## config.mk

```make
export PLATFORM = sky130hd
export DESIGN_NAME = bcd_serial_adder
export DESIGN_NICKNAME = d
export VERILOG_FILES = /design/src/rtl/bcd_serial_adder.sv
export SDC_FILE = /design/constraint.sdc
export NUM_CORES = 1
export LEC_CHECK = 0
export CAP_MARGIN = 15
export CORE_MARGIN = 5
export CORE_UTILIZATION = 45
export CTS_CLUSTER_DIAMETER = 150
export CTS_CLUSTER_SIZE = 25
export DETAILED_ROUTE_END_ITERATION = 12
export GPL_TIMING_DRIVEN = 0
export PLACE_DENSITY_LB_ADDON = 0.2
export SLEW_MARGIN = 5
export SYNTH_ARGS = -nofsm -noshare
export SYNTH_HDL_FRONTEND = slang
export SYNTH_SLANG_ARGS = --single-unit
```

## constraint.sdc

```tcl
create_clock -name clk -period 3.7 [get_ports clk]
set_clock_uncertainty 0.2 [all_clocks]
set_input_delay 0.37 -clock clk [delete_from_list [all_inputs] [get_ports clk]]
set_output_delay 0.37 -clock clk [all_outputs]
set_load 0.05 [all_outputs]
```

## src/rtl/bcd_serial_adder.sv

```systemverilog
// Packed-BCD adder that runs one shared "+6 above 9" digit stage over the
// operand, least-significant digit first, with a start/busy/done handshake.

module bcd_digit_add (
    input  logic [3:0] x,
    input  logic [3:0] y,
    input  logic       ci,
    output logic [3:0] s,
    output logic       co
);
    logic [4:0] raw;

    // (raw + 6) mod 16 only depends on raw[3:0], so the low nibble is enough
    always_comb begin
        raw = {1'b0, x} + {1'b0, y} + {4'b0, ci};
        co  = (raw > 5'd9);
        s   = co ? raw[3:0] + 4'd6 : raw[3:0];
    end
endmodule

module bcd_digit_chk (
    input  logic [3:0] d,
    output logic       bad
);
    assign bad = (d > 4'd9);
endmodule

module bcd_serial_adder #(
    parameter int DIGITS = 4
) (
    input  logic                clk,
    input  logic                rst,
    input  logic                start,
    input  logic [4*DIGITS-1:0] a,
    input  logic [4*DIGITS-1:0] b,
    input  logic                cin,
    output logic                busy,
    output logic                done,
    output logic [4*DIGITS-1:0] sum,
    output logic                cout,
    output logic                err
);
    localparam int IDXW = (DIGITS > 1) ? $clog2(DIGITS) : 1;
    localparam logic [IDXW-1:0] LAST = IDXW'(DIGITS - 1);

    typedef enum logic {IDLE, ADD} state_t;

    state_t                  state;
    logic [DIGITS-1:0][3:0]  opa, opb, sum_r;
    logic [IDXW-1:0]         idx;
    logic                    c;
    logic [DIGITS-1:0]       bad_a, bad_b;
    logic [3:0]              dsum;
    logic                    dco;

    // Validity is judged on the live inputs so err is ready at the accepting edge
    for (genvar g = 0; g < DIGITS; g++) begin : g_chk
        bcd_digit_chk u_chk_a (.d(a[4*g +: 4]), .bad(bad_a[g]));
        bcd_digit_chk u_chk_b (.d(b[4*g +: 4]), .bad(bad_b[g]));
    end

    bcd_digit_add u_add (
        .x  (opa[idx]),
        .y  (opb[idx]),
        .ci (c),
        .s  (dsum),
        .co (dco)
    );

    assign sum = sum_r;

    always_ff @(posedge clk) begin
        if (rst) begin
            state <= IDLE;
            opa   <= '0;
            opb   <= '0;
            sum_r <= '0;
            idx   <= '0;
            c     <= 1'b0;
            busy  <= 1'b0;
            done  <= 1'b0;
            cout  <= 1'b0;
            err   <= 1'b0;
        end else begin
            done <= 1'b0;
            case (state)
                IDLE: begin
                    if (start) begin
                        opa   <= a;
                        opb   <= b;
                        c     <= cin;
                        sum_r <= '0;
                        cout  <= 1'b0;
                        err   <= |{bad_a, bad_b};
                        idx   <= '0;
                        busy  <= 1'b1;
                        state <= ADD;
                    end
                end
                ADD: begin
                    sum_r[idx] <= dsum;
                    c          <= dco;
                    if (idx == LAST) begin
                        cout  <= dco;
                        busy  <= 1'b0;
                        done  <= 1'b1;
                        state <= IDLE;
                    end else begin
                        idx <= idx + IDXW'(1);
                    end
                end
                default: state <= IDLE;
            endcase
        end
    end
endmodule

```

Word-level counts from Yosys, hierarchy flattened. Index checks and enable logic that the tools add are counted.

Logic and storage cells: 70. Output and inout port bits: 20. Bits of input ports: 36. Bits in registers: 56.

Mux-type cells: 25. Bitwise logic cells: 1. Reduce and logical (&&, ||, !) cells: 6. $add $sub $neg: 4. $lt $le $gt $ge: 11. Equality and inequality tests: 4.

Operators with widths (count): 4-bit > comparator (second input constant) (8); 16-bit one-hot mux with 2 select lines (1); 4-bit binary-select mux with 2-bit select (2); 16-bit bitwise mux (1); 16-bit 2-to-1 mux (1); 4-bit 2-to-1 mux (4); 4-bit demux with 2-bit select (1); 1-bit 2-to-1 mux (8); 1-bit one-hot mux with 2 select lines (4); 8-bit OR reduction (1); 2-bit AND reduction (3); 4-bit by 4-bit adder with 5-bit output (1); 5-bit by 1-bit adder with 5-bit output (1); 5-bit by 4-bit > comparator with 1-bit output (second input constant) (1); 4-bit by 3-bit adder with 4-bit output (second input constant) (1); 2-bit 2-to-1 mux (2); 2-bit inequality test (second input constant) (2); 2-bit one-hot mux with 2 select lines (1); 2-bit by 3-bit < comparator with 1-bit output (second input constant) (1); 2-bit by 1-bit adder with 2-bit output (second input constant) (1); 2-bit == test (second input constant) (1); 2-bit by 1-bit >= comparator with 1-bit output (second input constant) (1); 2-bit by 1-bit inequality test with 1-bit output (second input constant) (1); 2-bit OR reduction (1); 2 further kinds (2).

Depth between registers and ports, before layout.
Depth after elaboration: 8. Mapped depth: 12.

Modules after synthesis. From an unflattened synthesis, not the netlist that was laid out.

Cells, all modules: 286. Area, all modules: 2581.2 µm².

By module, submodules not included: bcd_serial_adder (area each 2309.7 µm², times used 1, cells an instance 256); bcd_digit_add (area each 211.5 µm², times used 1, cells an instance 22); bcd_digit_chk (area each 7.5 µm², times used 8, cells an instance 1).

Worst setup path before layout. OpenSTA, ideal clock, no wires.

Path type: register -> register. Start point: register idx[0]. End point: register sum_r (netlist bit sum[5]). Path buffers: 1. Path slack: 0.006 ns. Clock period less this slack: 3.694 ns. Required time: 3.369 ns. Library setup time: 0.131 ns. Arrival: 3.363 ns. Cell stages (with the launch flop): 13. Path through: dfxtp_1 buf_2 mux4_2 fa_1 fa_1 xor2_2 inv_1 ha_1 nor2b_1 o21bai_2 o31ai_4 xnor2_1 o31ai_1.

Longest elaborated chain between the ends: 8. Elaborated cells between the ends (all ways): 16.

Ends and longest elaborated chain: from (decl) (RTL line 50) `logic [IDXW-1:0] idx;`; from (signal assigned) (RTL line 109) `idx <= idx + IDXW'(1);`; 4-bit binary-select mux with 2-bit select, on equally long branches (RTL line 63, 64); 4-bit 2-to-1 mux, on equally long branches (RTL line 63, 64); 4-bit by 4-bit adder with 5-bit output (RTL line 15) `raw = {1'b0, x} + {1'b0, y} + {4'b0, ci};`; 5-bit by 1-bit adder with 5-bit output (RTL line 15); 4-bit by 3-bit adder with 4-bit output or 5-bit by 4-bit > comparator with 1-bit output (tied branches) (RTL line 17, 16); 4-bit 2-to-1 mux (RTL line 17) `s = co ? raw[3:0] + 4'd6 : raw[3:0];`; 16-bit bitwise mux (*) (RTL line 101) `sum_r[idx] <= dsum;`; 16-bit one-hot mux with 2 select lines (*) (RTL line 86) `case (state)`; to (signal, indexed assignment) (RTL line 101); to (decl) (RTL line 49) `logic [DIGITS-1:0][3:0] opa, opb, sum_r;`.

Mark *: on every way between the ends. The rest lies on a longest branch, timed or not. The select of a mux whose other input is x is not followed. A chain may end at the register's enable or synchronous reset.

Worst setup path after layout.
Start point: register idx[0]. End point: register sum_r (netlist bit sum[13]).

Same word-level chain as after synthesis.

==> results.cfg <==
[clock_network]
cts_buffers = 5
clk_pin_slew_worst_paths_ps = 90
h-tree-depth = 2
cts.path.max_buffers = 2
cts_root_buffer = clkbuf_8
clock_sinks = 56
insertion_delay_ps = 300
cts_tree = yes

[setup_path]
r2r_slack_ps = 120
startpoint_type = register
crit_chain = buf_6 -> mux4_2 -> fa_2 -> fa_2 -> xor2_2 -> inv_1 -> ha_2 -> nor2b_1 -> o21bai_4 -> o31ai_4 -> xnor2_2 -> o31ai_1
worstReg2RegStart = idx[0]$_SDFFE_PP0P_
rr_endpoint = sum[13]$_SDFFE_PP0P_
path_max_fanout = 4
critical-path-top-delay-family = adder cells
setup.worst_path.end_class = register
worstPathArrival_ps = 3600
crit_cells = 12
path_common_cell = fa_2
crit_path_max_incr_delay_ps = 550
cpMaxStageDelayCell = mux4_2
worstPathRequired_ps = 3720
worst-path-buf-inv = 2
critical_path_class = register to register
r2r_cells = 12

[power]
p_per_area_nw_per_um2 = 398
finalPower_mw = 1.35
ir_worst_vdd_mv = 0.201
leakagePower_nw = 1.23

[finish]
drive_above_1_share_pct = 9.70
design_area_um2 = 3390
final_cell_mix = nand2_1, dfxtp_1, clkdlybuf4s50_1
area_growth_pct = 32.6
stdcell_count = 433
final_nets = 408
final_common_cell = nand2_1
fillCellCount = 496
antennaDiodeCount = 0

[yosys]
async_flop_share_pct = 0
synthFlopType = dfxtp_1
ys_ff_latch = 56
yosysUniqueCellTypes = 31
synth_area_leaders = dfxtp_1, nand2_1, a21oi_1
syn_area_per_cell_um2 = 8.70
synth_nets = 340
seq_area_frac_synth_pct = 43.8
syn-instance-count = 294
synth_edf_count = 0
synth_top_area_share_pct = 43.8
ys_warn_count = 0
syn_area_um2 = 2560
synth_top_area_cell = dfxtp_1

[global_routing]
antenna_found_initial = 0
grt_pass1_vias = 2223
grt_overflow = 0
grt_pass1_wl_um = 10700
grt_max_degree = 16
grtUsageTotal_pct = 18.4

[floorplan]
dieWidth_um = 85.4
floorplan.core_area_um2 = 5510
die-area_um2 = 7290
die_h_um = 85.4
num_io_pins = 56
row_count = 27
initial_core_util_pct = 46.4

[flow_run]
cap_violations = 0

[place]
place_congestion = 0.806
pre_cts_ws_ps = -419
dp_hpwl_um = 4780
post_dp_cell_area_um2 = 3190
dp.cells = 420
portBuffers = 54

[detailed_routing]
viasPerCell = 5.38
drc_errors = 0
routed_wirelength_um = 6500
via_count = 2330
dr.first_iter.drc_count = 112
routedWlPerCell_um = 15.0
ant_nets = 0
dr.pass1.iters = 4

[sta]
min_period_ps = 3580
hold_violations = 0
fin_crit_sh_pct = 96.6
setup_ws_ps = 124
fmaxAchievable_ghz = 0.280
drv_slew = 0
finalSetupViolations = 0
max_slew_margin_pct = 60.4
tns_ps = 0
worstMarginPinSlew_ps = 579

[min_path]
holdPathEnd = opb[8]$_SDFFE_PP0P_
hp-start = opb[8]$_SDFFE_PP0P_
min_path_cells = 2
hp-class = register to register

[status]
status = finished clean
final cells by class:
cell class	count	area, um^2	share of cell area [%]
multi-input combinational	212	1380	40.6
sequential	56	1120	33.1
timing repair buffer	61	593	17.5
tap	72	90.1	2.66
buffer	19	82.6	2.44
clock buffer	5	68.8	2.03
clock inverter	1	30.0	0.886
inverter	7	26.3	0.775
synthesized netlist by cell type (2+ instances only):
library cell,instances
mux2i_1,2
ha_1,8
nand2b_1,2
mux4_2,8
dfxtp_1,56
xnor2_1,2
nor2_1,9
a21o_1,2
nor3_1,5
and3_1,2
fa_1,2
inv_1,7
o31ai_1,12
nand2_1,73
nand3_1,14
nand4b_1,8
nor2b_1,2
a21oi_1,42
clkbuf_1,18
o21ai_0,9
repair_timing:
| item | 4_1_cts | 5_1_grt |
|---|---|---|
| hold buffers | 0 | 0 |
| cloned | 0 | 0 |
| buffers inserted | 3 | 4 |
| pin swaps | 0 | 8 |
| gates resized for setup | 6 | 8 |
| setup endpoints to repair | 14 | 12 |
tightest hold or removal path, cell delays in order, from the launching register on:
cell and delay [ps]:
dfxtp_1 320, nand2_1 50, a21oi_1 50
registers in the layout, indices dropped and copies added (netlist names):
signal  cells
done        1
opb        16
c           1
err         1
idx         2
state       1
cout        1
busy        1
sum        16
opa        16
worst max path at each step:
stage                              startpoint  slack [ps]              endpoint
after global placement    idx[1]$_SDFFE_PP0P_        -390   sum[9]$_SDFFE_PP0P_
after floorplan           idx[0]$_SDFFE_PP0P_           6   sum[5]$_SDFFE_PP0P_
after global routing      idx[0]$_SDFFE_PP0P_         -30   sum[6]$_SDFFE_PP0P_
after detailed placement  idx[1]$_SDFFE_PP0P_        -420   sum[9]$_SDFFE_PP0P_
final                     idx[0]$_SDFFE_PP0P_         120  sum[13]$_SDFFE_PP0P_
after CTS                 idx[0]$_SDFFE_PP0P_          30   sum[9]$_SDFFE_PP0P_
where the power goes:
group	internal, mW	total [mW]	switching [mW]
Clock	0.195	0.380	0.185
Sequential	0.632	0.647	0.0152
Combinational	0.146	0.323	0.177
metal layers:
metal / vias up / global-route usage (%) / share of wire [%]
li1: 1167 / - / -
met2: 71 / 31.1 / 48
met4: 0 / 5.61 / 1.4
met1: 1084 / 23.8 / 44
met3: 8 / 3.30 / 6.1
met5: - / 0 / 0
metrics by stage:
step / hold slack (ps) / util [%]
after floorplan: 233 / -
after global placement: 239 / 57.9
after detailed placement: 247 / 57.9
after CTS: 260 / 60.5
after global routing: 275 / 61.6
final: 257 / 61.6
cell families after synthesis:
family	after synthesis	share of synthesized area, %
buffers and inverters	26	3.86
muxes	10	7.83
xor gates and xnor gates	3	1.32
adders and majority gates	10	5.48
DFF	56	43.8
and+or+nand+nor	117	20.5
AOI/OAI and AO/OA	72	17.2
No activity file was read; power rests on OpenSTA's default activity.
